### config.mk
export PLATFORM = sky130hd
export DESIGN_NAME = qspi_rx_shift_reg
export DESIGN_NICKNAME = d
export VERILOG_FILES = /design/src/rtl/qspi_pkg.sv /design/src/rtl/qspi_rx_shift_reg.sv
export SDC_FILE = /design/constraint.sdc
export NUM_CORES = 1
export LEC_CHECK = 0
export ABC_CLOCK_PERIOD_IN_PS = 2350
export BUFFER_PORTS_ARGS = -buffer_cell sky130_fd_sc_hd__buf_2
export CAP_MARGIN = 20
export CORE_MARGIN = 1.5
export CORE_UTILIZATION = 40
export DETAILED_ROUTE_END_ITERATION = 12
export PLACE_DENSITY_LB_ADDON = 0.15
export SYNTH_ARGS = -nofsm -noshare
export SYNTH_HDL_FRONTEND = slang
export SYNTH_SLANG_ARGS = --single-unit
### constraint.sdc
create_clock -name clk -period 2.35 [get_ports clk]
set_clock_uncertainty 0.2 [all_clocks]
set_input_delay 0.3525 -clock clk [delete_from_list [all_inputs] [get_ports clk]]
set_output_delay 0.3525 -clock clk [all_outputs]
set_load 0.01 [all_outputs]
### src/rtl/qspi_pkg.sv
//------------------------------------------------------------------------------
// Module  : qspi_pkg
// Brief   : Shared lane-mode and receive-state types for the QSPI receive path.
// Revision: 1.0 - initial release
//------------------------------------------------------------------------------
`default_nettype none

package qspi_pkg;

   typedef enum logic [1:0] {
      QSPI_SINGLE = 2'b00,
      QSPI_DUAL   = 2'b01,
      QSPI_QUAD   = 2'b10
   } qspi_lane_mode_e;

   typedef enum logic [0:0] {
      RX_IDLE = 1'b0,
      RX_RECV = 1'b1
   } qspi_rx_state_e;

   localparam logic [3:0] c_SPB_SINGLE = 4'd8;
   localparam logic [3:0] c_SPB_DUAL   = 4'd4;
   localparam logic [3:0] c_SPB_QUAD   = 4'd2;

   // Encoding 2'b11 is treated as single lane.
   function automatic logic [3:0] qspi_spb(input logic [1:0] mode);
      logic [3:0] spb;
      case (mode)
         QSPI_DUAL: spb = c_SPB_DUAL;
         QSPI_QUAD: spb = c_SPB_QUAD;
         default:   spb = c_SPB_SINGLE;
      endcase
      return spb;
   endfunction

endpackage

`default_nettype wire

### src/rtl/qspi_rx_shift_reg.sv
//------------------------------------------------------------------------------
// Module  : qspi_rx_shift_reg
// Brief   : QSPI receive deserializer; bytes (or packed words when
//           QSPI_RX_WORD_PACK_EN is defined) handed out over valid/ready.
// Revision: 1.0 - initial release
//------------------------------------------------------------------------------
`default_nettype none

module qspi_rx_shift_reg
   import qspi_pkg::*;
#(
   parameter int LEN_W = 16
) (
   input  logic             clk,
   input  logic             rst_n,
   input  logic             start,
   input  logic [1:0]       mode,
   input  logic [LEN_W-1:0] xfer_len,
   input  logic             sample_en,
   input  logic [3:0]       io_in,
   output logic [31:0]      rx_data,
   output logic [2:0]       rx_nbytes,
   output logic             rx_last,
   output logic             rx_valid,
   input  logic             rx_ready,
   output logic             busy,
   output logic             done,
   output logic             overrun,
   input  logic             clr_overrun
);

   qspi_rx_state_e   r_state;
   qspi_rx_state_e   w_state_next;
   logic [1:0]       r_mode;
   logic [LEN_W-1:0] r_len;
   logic [LEN_W-1:0] r_byte_cnt;
   logic [7:0]       r_sr;
   logic [7:0]       w_sr_next;
   logic [2:0]       r_bit_cnt;
   logic             r_done;

   logic             w_sample;
   logic             w_byte_done;
   logic             w_last_byte;
   logic             w_unit;
   logic [31:0]      w_unit_data;
   logic [2:0]       w_unit_nbytes;

   logic [31:0]      r_rx_data;
   logic [2:0]       r_rx_nbytes;
   logic             r_rx_last;
   logic             r_rx_valid;
   logic             r_overrun;

   // start takes priority over a coincident sample.
   assign w_sample    = sample_en && (r_state == RX_RECV) && !start;
   assign w_byte_done = w_sample && (({1'b0, r_bit_cnt} + 4'd1) == qspi_spb(r_mode));
   assign w_last_byte = (r_byte_cnt + LEN_W'(1)) == r_len;

   always_comb begin
      w_sr_next = r_sr;
      case (r_mode)
         QSPI_DUAL: w_sr_next = {r_sr[5:0], io_in[1:0]};
         QSPI_QUAD: w_sr_next = {r_sr[3:0], io_in[3:0]};
         default:   w_sr_next = {r_sr[6:0], io_in[1]};
      endcase
   end

`ifdef QSPI_RX_WORD_PACK_EN
   logic [31:0] r_word;
   logic [1:0]  r_wcnt;
   logic [31:0] w_word_next;

   assign w_word_next   = r_word | ({24'h0, w_sr_next} << {r_wcnt, 3'b000});
   assign w_unit        = w_byte_done && ((r_wcnt == 2'd3) || w_last_byte);
   assign w_unit_data   = w_word_next;
   assign w_unit_nbytes = {1'b0, r_wcnt} + 3'd1;
`else
   assign w_unit        = w_byte_done;
   assign w_unit_data   = {24'h0, w_sr_next};
   assign w_unit_nbytes = 3'd1;
`endif

   always_ff @(posedge clk or negedge rst_n) begin
      if (!rst_n) r_state <= RX_IDLE;
      else        r_state <= w_state_next;
   end

   always_comb begin
      w_state_next = r_state;
      if (start)
         w_state_next = (xfer_len != '0) ? RX_RECV : RX_IDLE;
      else if (w_byte_done && w_last_byte)
         w_state_next = RX_IDLE;
   end

   // Shift register, bit/byte counters, transfer latches and done pulse.
   always_ff @(posedge clk or negedge rst_n) begin
      if (!rst_n) begin
         r_mode     <= 2'b00;
         r_len      <= '0;
         r_sr       <= 8'h00;
         r_bit_cnt  <= 3'd0;
         r_byte_cnt <= '0;
         r_done     <= 1'b0;
`ifdef QSPI_RX_WORD_PACK_EN
         r_word     <= 32'h0;
         r_wcnt     <= 2'd0;
`endif
      end else begin
         r_done <= 1'b0;
         if (start) begin
            r_mode     <= mode;
            r_len      <= xfer_len;
            r_sr       <= 8'h00;
            r_bit_cnt  <= 3'd0;
            r_byte_cnt <= '0;
            r_done     <= (xfer_len == '0);
`ifdef QSPI_RX_WORD_PACK_EN
            r_word     <= 32'h0;
            r_wcnt     <= 2'd0;
`endif
         end else if (w_sample) begin
            r_sr <= w_sr_next;
            if (w_byte_done) begin
               r_bit_cnt  <= 3'd0;
               r_byte_cnt <= r_byte_cnt + LEN_W'(1);
               r_done     <= w_last_byte;
`ifdef QSPI_RX_WORD_PACK_EN
               if (w_unit) begin
                  r_word <= 32'h0;
                  r_wcnt <= 2'd0;
               end else begin
                  r_word <= w_word_next;
                  r_wcnt <= r_wcnt + 2'd1;
               end
`endif
            end else begin
               r_bit_cnt <= r_bit_cnt + 3'd1;
            end
         end
      end
   end

   // Holding register; a unit arriving while it is full and not drained is lost.
   always_ff @(posedge clk or negedge rst_n) begin
      if (!rst_n) begin
         r_rx_data   <= 32'h0;
         r_rx_nbytes <= 3'd0;
         r_rx_last   <= 1'b0;
         r_rx_valid  <= 1'b0;
         r_overrun   <= 1'b0;
      end else begin
         if (w_unit && (!r_rx_valid || rx_ready)) begin
            r_rx_data   <= w_unit_data;
            r_rx_nbytes <= w_unit_nbytes;
            r_rx_last   <= w_last_byte;
            r_rx_valid  <= 1'b1;
         end else if (r_rx_valid && rx_ready) begin
            r_rx_nbytes <= 3'd0;
            r_rx_last   <= 1'b0;
            r_rx_valid  <= 1'b0;
         end

         if (w_unit && r_rx_valid && !rx_ready)
            r_overrun <= 1'b1;
         else if (clr_overrun)
            r_overrun <= 1'b0;
      end
   end

   assign rx_data   = r_rx_data;
   assign rx_nbytes = r_rx_nbytes;
   assign rx_last   = r_rx_last;
   assign rx_valid  = r_rx_valid;
   assign busy      = (r_state == RX_RECV);
   assign done      = r_done;
   assign overrun   = r_overrun;

endmodule

`default_nettype wire
==> results.py, run 1 <==
metrics = {
    "sta": {
        "setup_viol": 13,
        "post-route-min-period_ns": 2.47,
        "finalCritPeriodShare": 1.05,
        "grt_setup_unrepaired": "yes",
        "tightest_slew_ns": 0.586,
        "final_max_slew_viol_count": 0,
        "hold_viol_final": 0,
        "fmaxAchievable_mhz": 405,
        "fin_ws_ns": -0.122,
        "slew_headroom": 0.610,
    },
    "pwr": {
        "vdd_drop_max_mv": 0.467,
        "power.density_nw_per_um2": 578,
        "total_leakage_power_uw": 0.00201,
    },
    "die": {
        "core-area_um2": 8180,
        "chipWidth_um": 94.4,
        "io_pins": 68,
        "initial_core_util": 0.409,
        "die_h_um": 94.4,
        "rows": 33,
        "dieArea_um2": 8920,
    },
    "yosys": {
        "synthesis.area_um2": 3340,
        "ys_async_sr_fraction": 1.00,
        "synth_top_area_cell": "dfrtp_1",
        "yosys_warnings": 0,
        "syn_inst": 350,
        "post_synth_num_cell_types": 51,
        "synth_edf_count": 0,
        "ys_top_cells_by_area": "dfrtp_1, mux2_2, buf_4",
        "yosysSeqAreaShare": 0.426,
        "synth_top_area_share": 0.426,
        "synth-seq-cells": 57,
        "avgSynthCellArea_um2": 9.56,
        "synth_flop_cell": "dfrtp_1",
    },
    "worst_hold_path": {
        "hold_path.startpoint": "mode[0]",
        "hold_class": "input port to flip-flop",
    },
    "worst_setup_path": {
        "path_cells": "ha_4, or3b_4, a21boi_4, o21ai_4, o21bai_4, nor4_4, a41oi_1, o21a_1",
        "regToRegSetupSlack_ns": -0.12,
        "cp_slowest_cell": "dfrtp_1",
        "slowest_delay_ns": 0.42,
        "crit_fanout": 3,
        "crit_required_ns": 2.38,
        "crit_start": "r_mode[1]$_DFFE_PN0P_",
        "critPathKind": "flip-flop to flip-flop",
        "r2r_end": "busy$_DFFE_PN0P_",
        "rr_startpoint": "r_mode[1]$_DFFE_PN0P_",
        "end_kind": "flip-flop",
        "worstPathArrival_ns": 2.50,
        "critPathLaunchType": "flip-flop",
        "endpoint": "busy$_DFFE_PN0P_",
        "r2r_cells": 8,
    },
    "grt": {
        "grt_usage": 0.192,
        "grt_pass1_vias": 2690,
        "antenna_found_initial": 0,
        "grt_pass1_wl_mm": 13.2,
        "grt_overflow": 0,
        "grt_max_degree": 29,
    },
    "placement": {
        "gp_congestion": 0.791,
        "io_buffers": 41,
        "dp_hpwl_mm": 5.74,
        "dp_slack_ns": -0.227,
    },
    "route": {
        "wl_mm": 8.39,
        "ant_nets": 0,
        "drc_errors": 0,
        "drtPass1Iterations": 4,
        "vias": 2849,
        "drtIter0Drc": 103,
        "wl_per_cell_um": 15.1,
        "via_per_inst": 5.14,
    },
    "final_layout": {
        "synthToLayoutAreaGrowth_pct": 34.3,
        "multi_input_area_um2": 1970,
        "diodes": 0,
        "finalCoreUtilization": 0.549,
        "final_common_cell": "dfrtp_1",
        "nNetsFinal": 477,
        "num-fill-cells": 723,
        "layout_common_cells": "dfrtp_1, buf_4, buf_2",
        "drive_gt1_frac": 0.392,
        "seqCellArea_um2": 1430,
    },
    "cts": {
        "clock-root-buffer": "clkbuf_8",
        "clock-sinks": 57,
        "cts.path.max_buffers": 2,
        "h-tree-depth": 3,
        "clk_pin_slew_worst_paths_ns": 0.06,
        "clk_latency_ns": 0.34,
        "numCtsBuffers": 9,
        "cts_tree": "built",
    },
    "run_status": {
        "status": "complete, but fails checks",
        "violations": "negative setup slack",
    },
    "job": {
        "drv_cap": 0,
    },
}
[cell usage after synthesis (2+ instances only)]
| library cell | number |
|---|---|
| a211oi_1 | 4 |
| a21oi_1 | 21 |
| a22oi_1 | 7 |
| and2_1 | 2 |
| and3_1 | 4 |
| buf_2 | 4 |
| buf_4 | 27 |
| clkbuf_1 | 12 |
| dfrtp_1 | 57 |
| ha_1 | 5 |
| inv_1 | 7 |
| mux2_2 | 22 |
| nand2_1 | 31 |
| nand2b_1 | 4 |
| nand3_1 | 7 |
| nand4_1 | 4 |
| nor2_1 | 21 |
| nor2b_1 | 4 |
| nor3_1 | 3 |
| nor3_2 | 3 |
| nor4_1 | 3 |
| o211ai_1 | 3 |
| o21ai_0 | 31 |
| o31ai_1 | 8 |
| o41ai_1 | 2 |
| or3_1 | 2 |
| or3b_1 | 2 |
| or4_1 | 2 |
| xnor2_1 | 17 |
| xor2_1 | 10 |
[how the worst min path moves through the flow]
stage,to,slack (ns),cells after the start
after floorplan,busy$_DFFE_PN0P_,-0.14,0
after global placement,r_len[0]$_DFFE_PN0P_,0.16,1
after detailed placement,r_len[2]$_DFFE_PN0P_,0.16,1
after CTS,r_mode[0]$_DFFE_PN0P_,0.03,3
after global routing,r_len[6]$_DFFE_PN0P_,0.05,2
final,r_mode[0]$_DFFE_PN0P_,0.03,3
[stage by stage]
step                      power (uW)  instances  TNS [ns]  hold slack (ns)  cell area [um^2]
after CTS                       2560        545    -0.139           0.0258              4170
after global routing            2720        554     -1.92           0.0475              4490
after floorplan                 1380        375     -1.67           -0.143              3460
final                           2590        554    -0.621           0.0283              4490
after detailed placement        1510        520     -2.11            0.156              3840
after global placement          1500        520     -1.51            0.158              3840
[cell type report]
cell class              instances  share of cell area
flip-flops and latches         57               0.318
multi-input cells             268               0.438
repair buffers                101               0.161
well taps                     105              0.0292
clock buffers                  11              0.0315
inverters                       7             0.00585
clock inverters                 5              0.0175
[power breakdown]
group	total, uW	internal [uW]	switching (uW)
combinational	460	216	244
sequential	1100	1050	52.0
clock	1030	624	409
total	2590	1890	705
[repair_timing]
| action | CTS | global route |
|---|---|---|
| pin swaps | 16 | 14 |
| buffers inserted | 7 | 18 |
| endpoints found under the setup margin | 16 | 27 |
| endpoints found under the hold margin | 22 | 0 |
| hold buffers | 2 | 0 |
| resized for setup | 8 | 63 |
| gates cloned | 0 | 0 |
[layer usage]
| metal | track usage | part of all wire | wire [um] | vias to the layer above |
|---|---|---|---|---|
| met2 | 0.294 | 0.48 | 3990 | 64 |
| met1 | 0.267 | 0.47 | 3920 | 1402 |
| met3 | 0.0435 | 0.039 | 331 | 11 |
| met5 | 0 | 0 | 0 | - |
| li1 | - | - | - | 1372 |
| met4 | 0.0659 | 0.017 | 140 | 0 |
[critical path, delay by kind of cell, from the launching register on]
| family | cells | cell delay (ns) |
|---|---|---|
| flip-flops | 1 | 0.42 |
| AND/OR/NAND/NOR | 2 | 0.64 |
| adder cells (fa/ha/maj) | 1 | 0.27 |
| AO/OA/AOI/OAI | 5 | 0.83 |
[cells by family (layout without fill, tap and decap cells)]
family | Yosys count | after routing | share of synthesized area
buf+inv | 50 | 124 | 0.0879
other cells | 1 | 26 | 0.00112
mux | 23 | 23 | 0.0771
xor+xnor | 27 | 27 | 0.0707
fa+ha+maj | 6 | 6 | 0.0217
compound gates | 86 | 86 | 0.156
flops | 57 | 57 | 0.426
simple gates | 100 | 100 | 0.159
[state kept, by name, summed over array words and instances, names as in the netlist]
register and flops:
rx_data 8, r_sr 7, busy 1, done 1, overrun 1, r_mode 2, rx_last 1, rx_nbytes 1
r_bit_cnt 3, r_byte_cnt 16, r_len 16
(Power assumes the default switching activity.)
==> inputs of run 2 (changes only) <==
- SKIP_CTS_REPAIR_TIMING: not set -> 1
==> run 2 against run 1 <==
  * The flow still finishes with violations (negative setup slack)
  * Cell area fell by 5.4%
  * Non-clock buffer count down 12
  * Via count shrank 3.1%
  * Largest cell class unchanged
==> results.py, run 2 (same netlist as run 1, synthesis figures left out) <==
metrics = {
    "placement": {
        "io_buffers": 41,
        "dp_hpwl_mm": 5.74,
        "gp_congestion": 0.791,
    },
    "worst_setup_path": {
        "endpoint": "busy$_DFFE_PN0P_",
        "critPathKind": "flip-flop to flip-flop",
        "r2r_end": "busy$_DFFE_PN0P_",
        "crit_fanout": 4,
        "end_kind": "flip-flop",
        "r2r_cells": 8,
        "regToRegSetupSlack_ns": -0.14,
        "crit_required_ns": 2.38,
        "worstPathArrival_ns": 2.52,
        "crit_start": "r_byte_cnt[1]$_DFFE_PN0P_",
        "critPathLaunchType": "flip-flop",
        "rr_startpoint": "r_byte_cnt[1]$_DFFE_PN0P_",
    },
    "cts": {
        "clk_latency_ns": 0.34,
        "clock-sinks": 57,
        "clock-root-buffer": "clkbuf_8",
        "numCtsBuffers": 9,
        "clk_pin_slew_worst_paths_ns": 0.07,
        "h-tree-depth": 3,
        "cts_tree": "built",
        "cts.path.max_buffers": 2,
    },
    "sta": {
        "fmaxAchievable_mhz": 402,
        "grt_setup_unrepaired": "yes",
        "post-route-min-period_ns": 2.49,
        "setup_viol": 2,
        "tightest_slew_ns": 0.531,
        "hold_viol_final": 0,
        "slew_headroom": 0.646,
        "finalCritPeriodShare": 1.06,
        "worst_hold_slack_ns": 0.0301,
        "fin_ws_ns": -0.136,
        "final_max_slew_viol_count": 0,
    },
    "route": {
        "vias": 2762,
        "ant_nets": 0,
        "via_per_inst": 5.09,
        "wl_per_cell_um": 14.8,
        "drtIter0Drc": 122,
        "drc_errors": 0,
        "wl_mm": 8.03,
        "drtPass1Iterations": 4,
    },
    "die": {
        "chipWidth_um": 94.4,
        "initial_core_util": 0.409,
        "core-area_um2": 8180,
        "rows": 33,
        "dieArea_um2": 8920,
        "die_h_um": 94.4,
        "io_pins": 68,
    },
    "pwr": {
        "power.density_nw_per_um2": 604,
        "total_leakage_power_uw": 0.00194,
        "vdd_drop_max_mv": 0.466,
        "finalPower_uw": 2570,
    },
    "run_status": {
        "violations": "negative setup slack",
        "status": "complete, but fails checks",
    },
    "job": {
        "drv_cap": 0,
    },
    "final_layout": {
        "drive_gt1_frac": 0.336,
        "synthToLayoutAreaGrowth_pct": 27.0,
        "num-fill-cells": 766,
        "layout_common_cells": "dfrtp_1, buf_4, buf_2",
        "diodes": 0,
        "nNetsFinal": 466,
        "final_common_cell": "dfrtp_1",
        "multi_input_area_um2": 1850,
        "seqCellArea_um2": 1430,
    },
    "grt": {
        "grt_overflow": 0,
        "antenna_found_initial": 0,
        "grt_pass1_vias": 2620,
        "grt_usage": 0.188,
        "grt_pass1_wl_mm": 12.8,
        "grt_max_degree": 29,
    },
    "worst_hold_path": {
        "hold_class": "input port to flip-flop",
    },
}
run 2: critical path, cell delays in order, from the launching register on:
cell and delay, ns:
dfrtp_1 0.39, ha_1 0.26, xor2_1 0.18, xnor2_1 0.13, o211ai_1 0.09, or4_1 0.55
nor3_2 0.25, a41oi_1 0.14, o21a_1 0.19
run 2: how the worst min path moves through the flow:
stage	startpoint	endpoint	slack, ns	depth (start not counted)
2_1_floorplan	rst_n	busy$_DFFE_PN0P_	-0.14	0
3_3_place_gp	rst_n	r_len[0]$_DFFE_PN0P_	0.16	1
3_5_place_dp	rst_n	r_len[2]$_DFFE_PN0P_	0.16	1
4_1_cts	rst_n	r_len[2]$_DFFE_PN0P_	-0.21	1
5_1_grt	xfer_len[6]	r_len[6]$_DFFE_PN0P_	0.05	2
6_report	mode[0]	r_mode[0]$_DFFE_PN0P_	0.03	3
run 2: final cells by class:
class	count	share of cell area
clock inverters	5	0.0186
repair buffers	89	0.141
multi-input cells	269	0.434
well taps	105	0.0309
clock buffers	11	0.0333
flip-flops and latches	57	0.336
inverters	7	0.00618
run 2: report_power, final:
part / switching, uW / total, uW / internal [uW]
sequential: 51.3 / 1100 / 1050
clock: 410 / 1030 / 624
combinational: 229 / 431 / 201
total: 691 / 2570 / 1870
run 2: through the flow:
step	cells	setup slack [ns]	setup TNS [ns]	util	instance area, um^2
global route	543	-0.249	-0.799	0.520	4250
detailed placement	520	-0.227	-2.11	0.469	3840
finish	543	-0.136	-0.189	0.520	4250
CTS	536	-0.250	-2.58	0.496	4060
global placement	520	-0.233	-1.51	0.469	3840
floorplan	375	-0.182	-1.67	-	3460
run 2: metal layers:
layer / track usage / vias up / share of wire / wire length [um]
met2: 0.284 / 60 / 0.45 / 3630
li1: - / 1349 / - / -
met1: 0.264 / 1342 / 0.49 / 3980
met4: 0.0597 / 0 / 0.012 / 99
met3: 0.0459 / 11 / 0.041 / 327
met5: 0 / - / 0 / 0
